<file path="src/rtl/puf_arb_pkg.sv">
// Shared types and default parameters for the PUF core arbiter.
// Optional AUTH_WAIT watchdog is enabled by defining PUF_ARB_TIMEOUT_EN.
package puf_arb_pkg;

  localparam int DEF_CHAL_W      = 128;
  localparam int DEF_RESP_W      = 256;
  localparam int DEF_RNG_BURST   = 16;
  localparam int DEF_TIMEOUT_CYC = 1024;

  typedef enum logic [2:0] {
    ST_IDLE      = 3'd0,
    ST_AUTH_LOAD = 3'd1,
    ST_AUTH_WAIT = 3'd2,
    ST_RNG_RUN   = 3'd3,
    ST_DRAIN     = 3'd4
  } puf_arb_state_e;

  typedef enum logic {
    GNT_AUTH = 1'b0,
    GNT_RNG  = 1'b1
  } puf_arb_grant_e;

endpackage

</file>
<file path="src/rtl/puf_arb_timer.sv">
// RNG nibble counter and optional AUTH_WAIT watchdog for puf_arbiter.
// The watchdog exists only when PUF_ARB_TIMEOUT_EN is defined.
module puf_arb_timer
  import puf_arb_pkg::*;
#(
  parameter int RNG_BURST   = DEF_RNG_BURST,
  parameter int TIMEOUT_CYC = DEF_TIMEOUT_CYC
) (
  input  logic clk_i,
  input  logic rst_ni,
  input  logic i_rng_run,
  input  logic i_rng_done,
  input  logic i_auth_wait,
  output logic o_burst_hit,
  output logic o_timeout
);

  localparam int CNT_W = $clog2(RNG_BURST + 1);
  localparam int WD_W  = $clog2(TIMEOUT_CYC + 1);

  logic [CNT_W-1:0] r_nib_cnt;

  // Held at zero outside RNG_RUN so every session starts from a fresh count.
  always_ff @(posedge clk_i or negedge rst_ni) begin
    if (!rst_ni) begin
      r_nib_cnt <= '0;
    end else if (!i_rng_run) begin
      r_nib_cnt <= '0;
    end else if (i_rng_done && (r_nib_cnt != CNT_W'(RNG_BURST))) begin
      r_nib_cnt <= r_nib_cnt + CNT_W'(1);
    end
  end

  // Burst is reached either already, or by the nibble completing this cycle.
  assign o_burst_hit = i_rng_run &&
                       ((r_nib_cnt == CNT_W'(RNG_BURST)) ||
                        (i_rng_done && (r_nib_cnt == CNT_W'(RNG_BURST - 1))));

`ifdef PUF_ARB_TIMEOUT_EN
  logic [WD_W-1:0] r_wd_cnt;

  always_ff @(posedge clk_i or negedge rst_ni) begin
    if (!rst_ni) begin
      r_wd_cnt <= '0;
    end else if (!i_auth_wait) begin
      r_wd_cnt <= '0;
    end else if (r_wd_cnt != WD_W'(TIMEOUT_CYC - 1)) begin
      r_wd_cnt <= r_wd_cnt + WD_W'(1);
    end
  end

  // Fires on the last permitted wait cycle; the error strobe lands one cycle later.
  assign o_timeout = i_auth_wait && (r_wd_cnt == WD_W'(TIMEOUT_CYC - 1));
`else
  logic [WD_W-1:0] w_unused_wait;
  assign w_unused_wait = {WD_W{i_auth_wait}};
  assign o_timeout     = 1'b0;
`endif

endmodule

</file>
<file path="src/rtl/puf_arbiter.sv">
// Arbitrates the shared PUF core between challenge-response auth and RNG sessions.
// Define PUF_ARB_TIMEOUT_EN to enable the AUTH_WAIT watchdog (auth_err_o).
module puf_arbiter
  import puf_arb_pkg::*;
#(
  parameter int CHAL_W      = DEF_CHAL_W,
  parameter int RESP_W      = DEF_RESP_W,
  parameter int RNG_BURST   = DEF_RNG_BURST,
  parameter int TIMEOUT_CYC = DEF_TIMEOUT_CYC
) (
  input  logic              clk_i,
  input  logic              rst_ni,
  input  logic              auth_req_i,
  input  logic [CHAL_W-1:0] auth_chal_i,
  output logic              auth_ack_o,
  output logic [RESP_W-1:0] auth_resp_o,
  output logic              auth_valid_o,
  output logic              auth_err_o,
  input  logic              rng_req_i,
  output logic [3:0]        rng_data_o,
  output logic              rng_valid_o,
  output logic              core_enable_o,
  output logic              core_mode_o,
  output logic              core_ready_cha_o,
  output logic [CHAL_W-1:0] core_chal_o,
  input  logic [RESP_W-1:0] core_resp_i,
  input  logic              core_resp_valid_i,
  input  logic [3:0]        core_rng4bit_i,
  input  logic              core_rng_done_i,
  output logic              busy_o,
  output logic [2:0]        dbg_state_o
);

  // Handshakes: auth_req_i is a level held until the one-cycle auth_ack_o, and the
  // challenge is sampled on the grant edge. auth_valid_o, auth_err_o and rng_valid_o
  // are one-cycle strobes with no back-pressure; consumers must take them as they come.

  puf_arb_state_e    r_state;
  puf_arb_state_e    w_state_nxt;
  puf_arb_grant_e    r_last_grant;
  logic [CHAL_W-1:0] r_chal;
  logic [RESP_W-1:0] r_resp;
  logic [3:0]        r_rng_data;
  logic              r_auth_valid;
  logic              r_auth_err;
  logic              r_rng_valid;
  logic              r_mode;

  logic w_in_wait;
  logic w_in_rng;
  logic w_grant_auth;
  logic w_burst_hit;
  logic w_timeout;

  assign w_in_wait    = (r_state == ST_AUTH_WAIT);
  assign w_in_rng     = (r_state == ST_RNG_RUN);
  // Round-robin on contention: auth wins unless it was the last one granted.
  assign w_grant_auth = auth_req_i && (!rng_req_i || (r_last_grant == GNT_RNG));

  puf_arb_timer #(
    .RNG_BURST   (RNG_BURST),
    .TIMEOUT_CYC (TIMEOUT_CYC)
  ) u_timer (
    .clk_i       (clk_i),
    .rst_ni      (rst_ni),
    .i_rng_run   (w_in_rng),
    .i_rng_done  (core_rng_done_i),
    .i_auth_wait (w_in_wait),
    .o_burst_hit (w_burst_hit),
    .o_timeout   (w_timeout)
  );

  always_comb begin
    w_state_nxt = r_state;
    case (r_state)
      ST_IDLE: begin
        if (w_grant_auth) begin
          w_state_nxt = ST_AUTH_LOAD;
        end else if (rng_req_i) begin
          w_state_nxt = ST_RNG_RUN;
        end
      end
      ST_AUTH_LOAD: w_state_nxt = ST_AUTH_WAIT;
      ST_AUTH_WAIT: begin
        if (core_resp_valid_i || w_timeout) begin
          w_state_nxt = ST_DRAIN;
        end
      end
      ST_RNG_RUN: begin
        if (!rng_req_i || (auth_req_i && w_burst_hit)) begin
          w_state_nxt = ST_DRAIN;
        end
      end
      ST_DRAIN: w_state_nxt = ST_IDLE;
      default:  w_state_nxt = ST_IDLE;
    endcase
  end

  always_ff @(posedge clk_i or negedge rst_ni) begin
    if (!rst_ni) begin
      r_state      <= ST_IDLE;
      r_last_grant <= GNT_RNG;
      r_chal       <= '0;
      r_resp       <= '0;
      r_rng_data   <= '0;
      r_auth_valid <= 1'b0;
      r_auth_err   <= 1'b0;
      r_rng_valid  <= 1'b0;
      r_mode       <= 1'b0;
    end else begin
      r_state      <= w_state_nxt;
      r_auth_valid <= w_in_wait && core_resp_valid_i;
      r_auth_err   <= w_in_wait && w_timeout && !core_resp_valid_i;
      // A nibble finishing on the exit cycle is still delivered.
      r_rng_valid  <= w_in_rng && core_rng_done_i;
      if (w_in_wait && core_resp_valid_i) begin
        r_resp <= core_resp_i;
      end
      if (w_in_rng && core_rng_done_i) begin
        r_rng_data <= core_rng4bit_i;
      end
      // Mode is only updated on the grant edge, i.e. while the core is disabled.
      if ((r_state == ST_IDLE) && (w_state_nxt != ST_IDLE)) begin
        r_mode       <= (w_state_nxt == ST_RNG_RUN);
        r_last_grant <= (w_state_nxt == ST_RNG_RUN) ? GNT_RNG : GNT_AUTH;
      end
      if ((r_state == ST_IDLE) && w_grant_auth) begin
        r_chal <= auth_chal_i;
      end
    end
  end

  assign auth_ack_o       = (r_state == ST_AUTH_LOAD);
  assign core_ready_cha_o = (r_state == ST_AUTH_LOAD);
  assign core_enable_o    = (r_state == ST_AUTH_LOAD) || w_in_wait || w_in_rng;
  assign core_mode_o      = r_mode;
  assign core_chal_o      = r_chal;
  assign auth_resp_o      = r_resp;
  assign auth_valid_o     = r_auth_valid;
  assign auth_err_o       = r_auth_err;
  assign rng_data_o       = r_rng_data;
  assign rng_valid_o      = r_rng_valid;
  assign busy_o           = (r_state != ST_IDLE);
  assign dbg_state_o      = r_state;

endmodule

</file>
<file path="config.mk">
export PLATFORM = sky130hd
export DESIGN_NAME = puf_arbiter
export DESIGN_NICKNAME = d
export VERILOG_FILES = /design/src/rtl/puf_arb_pkg.sv /design/src/rtl/puf_arb_timer.sv /design/src/rtl/puf_arbiter.sv
export SDC_FILE = /design/constraint.sdc
export NUM_CORES = 1
export LEC_CHECK = 0
export BUFFER_PORTS_ARGS = -buffer_cell sky130_fd_sc_hd__buf_4
export CORE_AREA = 4 4 310 312
export CTS_CLUSTER_DIAMETER = 80
export DETAILED_ROUTE_END_ITERATION = 10
export DIE_AREA = 0 0 314 316
export PLACE_DENSITY_LB_ADDON = 0.05
export SYNTH_ARGS = -nofsm -noshare
export SYNTH_HDL_FRONTEND = slang
export SYNTH_SLANG_ARGS = --single-unit
</file>
<file path="constraint.sdc">
create_clock -name clk_i -period 2.2 [get_ports clk_i]
set_input_delay 0.33 -clock clk_i [delete_from_list [all_inputs] [get_ports clk_i]]
set_output_delay 0.33 -clock clk_i [all_outputs]
set_load 0.01 [all_outputs]
</file>
Word level (Yosys, flattened, before mapping)
Index checks and enable logic that the tools add are counted.

storage, ports and cells
  output and inout port bits = 399
  bits of input ports = 394
  flip-flop bits (word level) = 400
  word-level logic and storage cells = 44

cells by class
  eq/ne operators = 8
  muxes and demuxes = 8
  $add $sub $neg = 1
  reduce and logical (&&, ||, !) cells = 18

operators by type and width
  cell                                                  count
  two-way mux 3 bit                                     4
  one-hot mux 3 bit (4 select lines)                    1
  two-way mux 5 bit                                     2
  equality test 3 x 2 -> 1 bit (second input constant)  3
  logical AND 1 bit                                     9
  nonzero test 3 bit                                    2
  adder 5 x 1 -> 5 bit (second input constant)          1
  equality test 5 x 4 -> 1 bit (second input constant)  1
  equality test 5 bit (second input constant)           1
  logical OR 1 bit                                      5
  != test 5 bit (second input constant)                 1
  equality test 3 x 1 -> 1 bit (second input constant)  1
  logical NOT 3 bit                                     1
  != test 2 bit (second input constant)                 1
  logical NOT 1 bit                                     1
  two-way mux 1 bit                                     1

Logic depth before layout (Yosys ltp)
  word-level depth = 10
  mapped depth = 7
  depth with buffers taken out = 6

Hierarchy
Synthesis repeated with hierarchy kept, for this count alone.

second synthesis, totals
  cells, all modules = 891
  area total of the unflattened synthesis = 16047.9 um^2

by module, submodules not included
  module         cells an instance  times used  seq. area each (um^2)  area an instance (um^2)
  puf_arbiter    858                1           9910.8                 15716.3
  puf_arb_timer  33                 1           125.1                  331.6

Least setup slack after synthesis
No wires, ideal clock.

  path type = reg-to-reg
  start = register r_state[1] (netlist: dbg_state_o[1])
  end = register r_chal[117] (netlist: core_chal_o[117])
  stages on the path, launching flop included = 6
  buffers on the path = 2
  data required time = 2075 ps
  path slack = 467 ps
  library setup time = 125 ps
  arrival time = 1608 ps
  clock period less this slack = 1733 ps
  path through = dfrtp_1 > nor3_4 > o211a_4 > buf_12 > buf_12 > mux2_2

on the way
  longest elaborated chain between the ends = 2

RTL lines
  what                    line                RTL
  start, declared         puf_arbiter.sv:38   puf_arb_state_e r_state;
  start signal, assigned  puf_arbiter.sv:111  r_state <= w_state_nxt;
  logical NOT 3 bit       puf_arbiter.sv:127  if ((r_state == ST_IDLE) && w_grant_auth) begin
  logical AND 1 bit       puf_arbiter.sv:127
  end signal, assigned    puf_arbiter.sv:128  r_chal <= auth_chal_i;
  end, declared           puf_arbiter.sv:41   logic [CHAL_W-1:0] r_chal;

No other way between the ends.
A chain may end at the register's enable or synchronous reset.

Final worst setup path
  start = register r_state[1] (netlist: dbg_state_o[1])
  end = output auth_ack_o

on the way
  longest elaborated chain between the ends = 1

RTL lines
  what                          line                RTL
  equality test 3 x 1 -> 1 bit  puf_arbiter.sv:133  assign auth_ack_o = (r_state == ST_AUTH_LOAD);
  end, declared                 puf_arbiter.sv:15   output logic auth_ack_o,

No other way between the ends.

==> impl_metrics.ini <==
[global_route]
grt_usage_pct = 13.7
grt_first_pass_wirelength_um = 103000
antenna_found_initial = 6
grt_max_degree = 143
grt_pass1_vias = 15600
grt_remaining_overflow = 0

[worst_setup_path]
r2r_start = dbg_state_o[1]
cp_slowest_cell = dfrtp_1
path_buf_inv = 1
path_cells = nor3b_1 > buf_4
crit_arrival_ns = 1.72
required_ns = 1.87
cpPeakStageDelay_ns = 0.49
r2r_slack_ns = 0.34
critPathLaunchType = flop
cp-end-kind = output port
cp-startpoint = dbg_state_o[1]
path_max_fanout = 8
crit_type = flop to output port
critPathTopFamily = flip-flops

[floorplan]
fp.dieW_um = 314
core_area_sq_um = 93000
ioPinCount = 793
die_h_um = 316
rows = 112
start_util_pct = 16.4
die_area_sq_um = 99200

[routing]
wl_met2_um = 37100
wirelength_met1_um = 25500
via_per_inst = 3.67
routed.top_layer = met5
wirelength_um = 70800
drtPass1Iterations = 4
wl_per_cell_um = 18.1
drtAntennaViolNets = 0
drc = 0
dr_wl_met3_um = 5920
vias = 14400
drt_iter0_markers = 561

[timing]
timing.fmax_ghz = 0.488
fin_crit_ns = 2.05
slew_violations = 0
layout_setup_ws_ns = 0.152
hold_viol_final = 0
period_share_pct = 93.1
maxSlewHeadroom_pct = 41.2
tns_ns = 0
tightest_slew_ns = 0.882
setup_violations = 0
rsz0062_at_grt = no
clock_skew_ns = 0.0134

[placement]
numPortBuffers = 791
hpwl_um = 52500
gp_congestion = 0.795
dp_slack_ns = 0.345

[logic_synthesis]
seq_area_frac_synth_pct = 65.4
synth_nets = 1825
syn_area_per_cell_sq_um = 10.7
synth_seq_cells = 400
synthCells = 1428
synth_warnings = 0
async_reset_ff_share_pct = 100
synth_cell_type_count = 36
synth_edf_count = 0
syn-cell-area_sq_um = 15300
yosys_most_used_dff = dfrtp_1

[clock_tree]
cts.sinks = 400
numCtsBuffers = 56
insertion_delay_ns = 0.60
cts_resized = 0
clk_pin_slew_ns = 0.05
cts_root_buf = clkbuf_16
tritoncts = built
clock_path_buffers = 3
htreeDepth = 2

[finish]
drive_above_1_share_pct = 38.7
area_growth_pct = 85.3
layout.nets = 3018

[hold_path]
min_from = core_resp_valid_i
hold_path_class = input port to flop

[job]
cap_violations = 0

[power]
p_per_area_nw_per_um2 = 1320
peakVddDrop_mv = 0.536
leakage_nw = 14.3

[status]
status = finished, final reports clean
metrics by stage:
step                cells  hold slack [ns]  cell area (sq um)  power, W  util, %
CTS                  3916          0.00180              28400    0.0386     30.5
global placement     3424            0.220              22700    0.0286     24.3
floorplan            1428           0.0344              15300    0.0196        -
detailed placement   3424            0.221              22700    0.0287     24.3
global route         3919           0.0242              28400    0.0402     30.5
finish               3920           0.0727              28400    0.0375     30.5
cell usage in the layout (no fill, tap or decap), types with 2 or more instances in the layout:
cell type	count
o21ai_0	3
dfrtp_1	399
nand3_1	2
clkinv_4	2
and3_1	2
nand2_1	773
clkbuf_16	57
a21oi_1	8
diode_2	4
ha_1	3
buf_12	13
dlygate4sd3_1	393
mux2_4	10
inv_1	7
nor2_1	4
clkbuf_8	7
inv_6	2
buf_4	802
a31oi_1	2
clkbuf_1	20
bufinv_16	3
clkinv_2	8
mux2_2	121
routing by layer:
metal	vias to the layer above	GRT usage, %
met5	-	0
met4	6	4.29
met3	111	4.90
met2	485	25.3
met1	6914	14.7
li1	6863	-
Yosys cell counts, types with 2 or more instances:
library cell  number  area share (%)
ha_1               3            0.25
and3_1             2           0.082
a21oi_1            8            0.26
nand3_1            2           0.065
o21ai_0            3           0.098
nand4bb_1          2            0.15
dfrtp_1          399              65
buf_4              3            0.15
nor2_1             4           0.098
mux2_2           121             8.9
buf_2             43             1.4
nand2_1          773              19
inv_1              7            0.17
buf_6              2            0.15
clkbuf_1          15            0.37
a31oi_1            2           0.082
mux2_4            10            0.98
buf_12            11             1.4
power by group:
group / internal [W] / switching, W
clock network: 0.00533 / 0.00351
logic: 0.00786 / 0.00801
registers: 0.0109 / 0.00191
worst register-to-register path: stages, from the launching register on:
cell     delay (ns)
dfrtp_1        0.49
nor3_4         0.25
o211a_4        0.25
buf_12         0.32
mux2_2         0.43
logic make-up (layout without fill, tap and decap cells):
kind of cell	count (synthesis)	count (layout)	synth area share (%)
and+or+nand+nor	790	790	19.8
DFF	400	400	65.4
muxes	132	132	9.96
buffers and inverters	82	1316	3.70
AOI/OAI and AO/OA	19	19	0.826
adders and majority gates	3	3	0.245
other	1	5	0.0245
xor gates and xnor gates	1	1	0.0572
path summary, 6_finish.rpt:
kind,end,cells after the start
worst max-delay path,auth_ack_o,2
worst min-delay path,dbg_state_o[1],3
worst max register to register,core_chal_o[75],4
worst min register to register,auth_resp_o[188],2
max in group asynchronous,core_chal_o[8],3
min in group asynchronous,auth_resp_o[96],2
final cells by class:
type,count,area [sq um]
well taps,1254,1570
fillers,9962,64700
clock inverters,15,165
multi-input cells,946,4740
repair buffers,1209,10200
clock buffers,84,1600
flip-flops and latches,400,10000
diodes,4,10.0
inverters,8,37.5
timing repair:
item	CTS	global route
buffers inserted	0	0
endpoints found under the hold margin	624	0
hold buffers	393	0
state kept, by name (all words and copies together) (netlist names):
name,count
core_mode_o,1
core_chal_o,128
auth_valid_o,1
rng_data_o,4
u_timer.r_nib_cnt,5
auth_resp_o,256
dbg_state_o,3
r_last_grant,1
rng_valid_o,1
(Power assumes the default switching activity.)
